==> src/rtl/vec_alu_sched.sv <==
// vec_alu_sched: round-robin two-requester sequencer for the shared vector ALU
// Registers one operation onto the ALU, waits out its latency, then returns the captured result.
module vec_alu_sched #(
    parameter int WIDTH_V = 128,
    parameter int bits_index = 8,
    parameter int MUL_LAT = 2,
    localparam int NL = WIDTH_V / bits_index
) (
    input  logic                    clk,
    input  logic                    rst,
    input  logic [1:0]              req_valid,
    output logic [1:0]              req_ready,
    input  logic [2*WIDTH_V-1:0]    req_a,
    input  logic [2*WIDTH_V-1:0]    req_b,
    input  logic [2*bits_index-1:0] req_c,
    input  logic [5:0]              req_op,
    output logic [WIDTH_V-1:0]      alu_a,
    output logic [WIDTH_V-1:0]      alu_b,
    output logic [bits_index-1:0]   alu_c,
    output logic [2:0]              alu_op,
    input  logic [WIDTH_V-1:0]      alu_result,
    input  logic [NL*4-1:0]         alu_flags,
    output logic                    rsp_valid,
    input  logic                    rsp_ready,
    output logic                    rsp_id,
    output logic [WIDTH_V-1:0]      rsp_result,
    output logic [NL*4-1:0]         rsp_flags,
    output logic                    rsp_err
);
    localparam logic [1:0] IDLE = 2'd0;
    localparam logic [1:0] EXEC = 2'd1;
    localparam logic [1:0] DONE = 2'd2;
    localparam int CW = MUL_LAT > 1 ? $clog2(MUL_LAT) : 1;

    logic [1:0]    state;
    logic          ptr;
    logic          ill;
    logic [CW-1:0] cnt;
    logic          gnt;
    logic          hs;
    logic          legal;
    logic [2:0]    op_g;

    always_comb begin
        gnt = req_valid[ptr] ? ptr : ~ptr;
        req_ready = (state == IDLE && !rst) ? (req_valid & (gnt ? 2'b10 : 2'b01)) : 2'b00;
        hs = |req_ready;
        op_g = gnt ? req_op[5:3] : req_op[2:0];
        legal = op_g == 3'b000 || op_g == 3'b001 || op_g == 3'b010 || op_g == 3'b111;
    end

    assign rsp_valid = state == DONE;

    always_ff @(posedge clk) begin
        if (rst) begin
            state      <= IDLE;
            ptr        <= 1'b0;
            ill        <= 1'b0;
            cnt        <= '0;
            alu_a      <= '0;
            alu_b      <= '0;
            alu_c      <= '0;
            alu_op     <= 3'b010;
            rsp_id     <= 1'b0;
            rsp_result <= '0;
            rsp_flags  <= '0;
            rsp_err    <= 1'b0;
        end else if (state == IDLE) begin
            if (hs) begin
                alu_a  <= gnt ? req_a[2*WIDTH_V-1:WIDTH_V] : req_a[WIDTH_V-1:0];
                alu_b  <= gnt ? req_b[2*WIDTH_V-1:WIDTH_V] : req_b[WIDTH_V-1:0];
                alu_c  <= gnt ? req_c[2*bits_index-1:bits_index] : req_c[bits_index-1:0];
                // illegal opcodes run as a harmless add and are discarded at capture
                alu_op <= legal ? op_g : 3'b010;
                ill    <= ~legal;
                cnt    <= (legal && op_g == 3'b000) ? CW'(MUL_LAT - 1) : '0;
                rsp_id <= gnt;
                ptr    <= ~gnt;
                state  <= EXEC;
            end
        end else if (state == EXEC) begin
            if (cnt == '0) begin
                rsp_result <= ill ? '0 : alu_result;
                rsp_flags  <= ill ? '0 : alu_flags;
                rsp_err    <= ill;
                state      <= DONE;
            end else begin
                cnt <= cnt - 1'b1;
            end
        end else if (rsp_ready) begin
            state <= IDLE;
        end
    end
endmodule

==> config.mk <==
export PLATFORM = sky130hd
export DESIGN_NAME = vec_alu_sched
export DESIGN_NICKNAME = d
export VERILOG_FILES = /design/src/rtl/vec_alu_sched.sv
export SDC_FILE = /design/constraint.sdc
export NUM_CORES = 1
export LEC_CHECK = 0
export BUFFER_PORTS_ARGS = -buffer_cell sky130_fd_sc_hd__clkbuf_2
export CELL_PAD_IN_SITES_DETAIL_PLACEMENT = 0
export CELL_PAD_IN_SITES_GLOBAL_PLACEMENT = 1
export CORE_AREA = 2 2 461 463
export CTS_CLUSTER_SIZE = 24
export DETAILED_ROUTE_END_ITERATION = 16
export DIE_AREA = 0 0 463 465
export GPL_TIMING_DRIVEN = 0
export PLACE_DENSITY = 0.39
export SLEW_MARGIN = 20
export SYNTH_ARGS = -nofsm -noshare
export SYNTH_HDL_FRONTEND = slang
export SYNTH_SLANG_ARGS = --single-unit
==> constraint.sdc <==
create_clock -name clk -period 3.85 [get_ports clk]
set_input_delay 0.1925 -clock clk [delete_from_list [all_inputs] [get_ports clk]]
set_output_delay 0.1925 -clock clk [all_outputs]
set_load 0.01 [all_outputs]
### After elaboration in Yosys (flattened, before gate mapping)

Index checks and enable logic that the tools add are counted.

* flip-flop bits (word level): 466
* input bits: 731
* output and inout port bits: 464

* magnitude comparators: 1
* bitwise operators: 6
* multiplexer cells: 22
* reduce and logical (&&, ||, !) cells: 15
* $add $sub $neg: 1
* equal/unequal tests: 7

Operator list (number)
* $mux W128: 3
* $mux W64: 1
* $mux W2: 7
* $mux W1: 8
* $mux W8: 1
* $mux W3: 2
* $reduce_and A3 Y1: 2
* $not A1 Y1: 5
* $reduce_and A2 Y1: 2
* $eq A3 B1 Y1 const B: 1
* $eq A3 B2 Y1 const B: 1
* $eq A3 B3 Y1 const B: 1
* $logic_not A3 Y1: 1
* $logic_or A1 B1 Y1: 3
* $ne A3 B3 Y1 const B: 1
* $reduce_bool A3 Y1: 1
* $and A2 B2 Y2: 1
* $eq A2 B1 Y1 const B: 1
* $eq A2 B2 Y1 const B: 1
* $logic_and A1 B1 Y1: 2
* $logic_not A2 Y1: 1
* $lt A1 B2 Y1 const B: 1
* $ne A2 B2 Y1 const B: 1
* $reduce_bool A2 Y1: 1
* 3 further kinds: 3

### Longest topological paths before layout

* depth after elaboration: 12
* depth in mapped cells: 7
* depth with buffers taken out: 5

### Worst setup path after synthesis

OpenSTA, ideal clock, no wires.

* path kind: register to register
* from: register ptr
* to: register cnt
* period minus slack after synthesis: 1432 ps
* arrival: 1316 ps
* setup time: 116 ps
* stages on the path, launching flop included: 5
* slack: 2418 ps
* cell sequence: dfxtp_1 -> inv_1 -> o21ai_1 -> mux2_2 -> a31o_2

* cells in the longest elaborated chain, start to end: 12
* elaborated cells between the ends (all ways): 22
* those cells by class: eq/ne: 4; mux: 9; bitwise: 2; reduce/logical: 7

RTL lines
* start: declaration: RTL line 36 `logic ptr;`
* start signal: assignment: RTL line 78 `ptr <= ~gnt;`
* $mux W1 (implied by the code) (2 in a row): RTL line 45 `gnt = req_valid[ptr] ? ptr : ~ptr;`
* $mux W1 (*): RTL line 45
* $mux W3: RTL line 48 `op_g = gnt ? req_op[5:3] : req_op[2:0];`
* $eq A3 B1 Y1 / $logic_not A3 Y1 (equally long branches): RTL line 49, 76
* $logic_or A1 B1 Y1 (3 in a row): RTL line 49 `legal = op_g == 3'b000 || op_g == 3'b001 || op_g == 3'b010 || op_g == 3'b111;`
* $logic_and A1 B1 Y1: RTL line 76 `cnt <= (legal && op_g == 3'b000) ? CW'(MUL_LAT - 1) : '0;`
* $mux W1: RTL line 76
* $mux W1: RTL line 69 `if (hs) begin`
* $mux W1: RTL line 68 `end else if (state == IDLE) begin`
* end signal: assignment: RTL line 76
* end signal: assignment: RTL line 88 `cnt <= cnt - 1'b1;`
* end: declaration: RTL line 38 `logic [CW-1:0] cnt;`

Every way passes the cells marked *; elsewhere a longest branch is shown, timed or not. The select of a mux whose other input is x is not followed.
A chain may end at the register's enable or synchronous reset.

### Final worst setup path

* from: register state[1]
* to: register alu_a[81]

* cells in the longest elaborated chain, start to end: 5

RTL lines
* start: declaration: RTL line 35 `logic [1:0] state;`
* start signal: assignment: RTL line 56 `state <= IDLE;`
* start signal: assignment: RTL line 79 `state <= EXEC;`
* start signal: assignment: RTL line 86 `state <= DONE;`
* $logic_not A2 Y1 (*): RTL line 46, 68
* $logic_and A1 B1 Y1: RTL line 46 `req_ready = (state == IDLE && !rst) ? (req_valid & (gnt ? 2'b10 : 2'b01)) : 2'b00;`
* $mux W2: RTL line 46
* $reduce_or A2 Y1: RTL line 47 `hs = |req_ready;`
* $reduce_and A2 Y1 (no source line) (*)
* end signal: assignment: RTL line 70 `alu_a <= gnt ? req_a[2*WIDTH_V-1:WIDTH_V] : req_a[WIDTH_V-1:0];`
* end: declaration: RTL line 17 `output logic [WIDTH_V-1:0] alu_a,`

Every way passes the cells marked *; elsewhere a longest branch is shown, timed or not.

==> impl_metrics.env <==
export IMPL_status="finished clean"
export IMPL_syn_to_final_growth_pct=107
export IMPL_netlist_area_sq_um=18000
export IMPL_grt_overflow=0
export IMPL_clk_pin_slew_ns=0.06
export IMPL_critPathSlowestCell="dlygate4sd3_1"
export IMPL_fin_crit_ns=3.35
export IMPL_ant_nets=0
export IMPL_whs_endpoint="alu_op[0]"
export IMPL_max_cap_violations=0
export IMPL_max_slew_margin_pct=27.9
export IMPL_fillers=24274
export IMPL_crit_family="buffers and inverters"
export IMPL_powerDensity_nw_per_um2=432
export IMPL_critPathKind="flop to flop"
export IMPL_cp_end_kind="flop"
export IMPL_worstReg2RegStart="state[1]"
export IMPL_io_buffers=1194
export IMPL_gp_congestion=0.927
export IMPL_period_share_pct=87.1
export IMPL_hold_path_depth=4
export IMPL_path_common_cell="buf_2"
export IMPL_p_sw_mw=5.26
export IMPL_synth_cells=2095
export IMPL_clock_tree_buffer_depth=3
export IMPL_worst_path_largest_cell_delay_ns=0.66
export IMPL_seqPwrFrac_pct=33.9
export IMPL_r2r_end="alu_a[81]"
export IMPL_internal_power_mw=10.9
export IMPL_crit_fanout=10
export IMPL_initial_core_util_pct=8.55
export IMPL_drc=0
export IMPL_die_area_sq_um=215000
export IMPL_vias_per_cell=3.52
export IMPL_track_usage_pct=15.1
export IMPL_p_comb_share_pct=24.3
export IMPL_synth_cell_types=30
export IMPL_antenna_found_initial=61
export IMPL_rsz0062_at_grt="false"
export IMPL_core_sq_um=211000
export IMPL_fp_row_count=169
export IMPL_clk_latency_ns=0.69
export IMPL_synth_area_per_cell_sq_um=8.61
export IMPL_p_clk_share_pct=41.8
export IMPL_yosys_warnings=0
export IMPL_hold_buffers=735
export IMPL_path_buf_inv=4
export IMPL_power_share_switching_pct=32.6
export IMPL_routed_wl_mm=169
export IMPL_tns_ns=0
export IMPL_cts_htree_levels=3
export IMPL_fin_util_pct=17.7
export IMPL_setup_viol=0
export IMPL_firstDrtPassIters=5
export IMPL_boundaryPins=1195
export IMPL_fin_total_pwr_mw=16.1
export IMPL_regToRegSetupSlack_ns=0.50
export IMPL_place_inst=6110
export IMPL_postCtsResizedCells=0
export IMPL_hold_viol_final=0
export IMPL_yosys_register_bits=466
export IMPL_post_cts_setup_buffers=0
export IMPL_instances_no_fill=6987
export IMPL_die_h_um=465
export IMPL_layout_nets=4826
export IMPL_rr_worst_depth=8
export IMPL_slew_violations=0
export IMPL_die_w_um=463
export IMPL_startpoint_type="flop"
export IMPL_layout_common_cells="1201 x clkbuf_2, 735 x dlygate4sd3_1, 466 x dfxtp_1, 465 x nand2_1, 461 x a21oi_1"
export IMPL_final_common_cell="clkbuf_2"
export IMPL_drt_initial_drc_count=1171
export IMPL_max_vdd_ir_drop_v=0.000305
export IMPL_ys_seq_area_share_pct=51.7
export IMPL_cts_buffers=69
export IMPL_vias=24587
export IMPL_grt_pass1_wl_mm=223
export IMPL_max_freq_ghz=0.298
export IMPL_detail_route_wl_per_cell_um=24.2
export IMPL_min_from="rst"
export IMPL_p_leak_nw=14.8
export IMPL_hp_class="input port to flop"
export IMPL_critPathArrivalTime_ns=3.96
export IMPL_skew_ns=0.0369
export IMPL_worstMarginPinSlew_ns=1.08
export IMPL_cp_required_ns=4.46
export IMPL_drive_above_1_share_pct=34.2
export IMPL_first_global_vias=25164
export IMPL_synthesis_nets=2826
export IMPL_dpl_hpwl_mm=142
export IMPL_cts_root_buffer="clkbuf_16"
export IMPL_grt_max_degree=12
export IMPL_hold_ws_ns=0.127
export IMPL_tritoncts="built"
export IMPL_path_cells="nor3_2 -> nand3_1 -> inv_2 -> buf_2 -> buf_2 -> a22oi_1 -> dlygate4sd3_1 -> a21oi_1"
export IMPL_clock_sinks=466
==> tightest hold or removal path: stages <==
cell and delay, ns:
clkbuf_2 0.17, nor3_2 0.08, and2_1 0.20, a21oi_1 0.14
==> Yosys cell counts <==
library cell  count  area, sq um
nand3_1           5         25.0
o21ai_0           5         25.0
o211ai_1          1         7.51
nand3b_1        192         1440
and2_1            4         25.0
nor2b_1           1         6.26
inv_1             2         7.51
and3_1            1         6.26
a211oi_1          1         7.51
buf_1             4         15.0
buf_6             3         33.8
a31oi_1           1         6.26
mux2i_1           2         20.0
xnor2_1           2         17.5
mux2_2            3         33.8
dfxtp_1         466         9330
a31o_2            1         8.76
clkbuf_1         95          357
buf_2            84          420
nand2_1         465         1750
o21ai_1           1         5.00
inv_2             1         3.75
o211a_1           1         10.0
nor2_1            8         30.0
buf_4            17          128
a22oi_1         264         1980
nor3_2            1         10.0
nand2b_1          2         12.5
a21oi_1         461         2310
or2_2             1         6.26
==> logic make-up after synthesis <==
group	after synthesis	synth area share (%)
buf+inv	206	5.35
compound gates	736	24.2
xor+xnor	2	0.0972
mux	5	0.298
flops	466	51.7
simple gates	680	18.3
==> layout make-up <==
cell class | instances | area (sq um) | share of cell area, %
Inverter | 3 | 11.3 | 0.0302
Buffer | 203 | 962 | 2.58
Clock buffer | 97 | 1990 | 5.34
Sequential cell | 466 | 9330 | 25.0
Clock inverter | 21 | 355 | 0.952
Tap cell | 2821 | 3530 | 9.46
Multi-Input combinational cell | 1423 | 7740 | 20.7
Timing Repair Buffer | 1929 | 13300 | 35.7
Antenna cell | 24 | 60.1 | 0.161
==> how the worst max path moves through the flow <==
| stage | startpoint | endpoint | slack [ns] | depth (start not counted) |
|---|---|---|---|---|
| 6_report | state[1] | alu_a[81] | 0.50 | 8 |
| 2_1_floorplan | ptr | cnt | 2.42 | 4 |
| 4_1_cts | state[1] | alu_a[81] | 0.17 | 8 |
| 3_3_place_gp | rst | alu_a[1] | 0.08 | 5 |
| 5_1_grt | state[1] | alu_a[122] | 0.19 | 8 |
| 3_5_place_dp | state[1] | alu_a[81] | 0.74 | 7 |
==> power by group through the flow <==
stage / Sequential [mW] / Combinational, mW / Clock (mW)
final: 5.47 / 3.92 / 6.73
after global routing: 5.52 / 4.25 / 7.19
after CTS: 5.47 / 4.01 / 7.03
after detailed placement: 5.57 / 3.24 / 0
after floorplan: 5.71 / 1.13 / 0
after global placement: 5.56 / 3.25 / 0
==> state kept, by name, indices dropped and copies added, names as in the netlist <==
register,cells
alu_op,3
alu_a,128
state,2
rsp_err,1
alu_b,128
alu_c,8
ill,1
rsp_flags,64
ptr,1
rsp_id,1
cnt,1
rsp_result,128
==> layer usage <==
metal	up-vias	share of wire (%)	global-route usage [%]
met5	-	0.064	0
met4	18	2.7	4.42
met3	239	9.0	5.66
met2	1102	45	24.6
met1	11777	43	18.5
li1	11451	-	-
==> through the flow <==
| stage | cell area [sq um] | setup slack [ns] |
|---|---|---|
| after floorplan | 18000 | 2.42 |
| after global placement | 27500 | 0.0824 |
| after detailed placement | 27500 | 0.743 |
| after CTS | 37300 | 0.172 |
| after global routing | 37300 | 0.192 |
| final | 37300 | 0.498 |
Note: power is estimated with default switching activity, not from simulation.
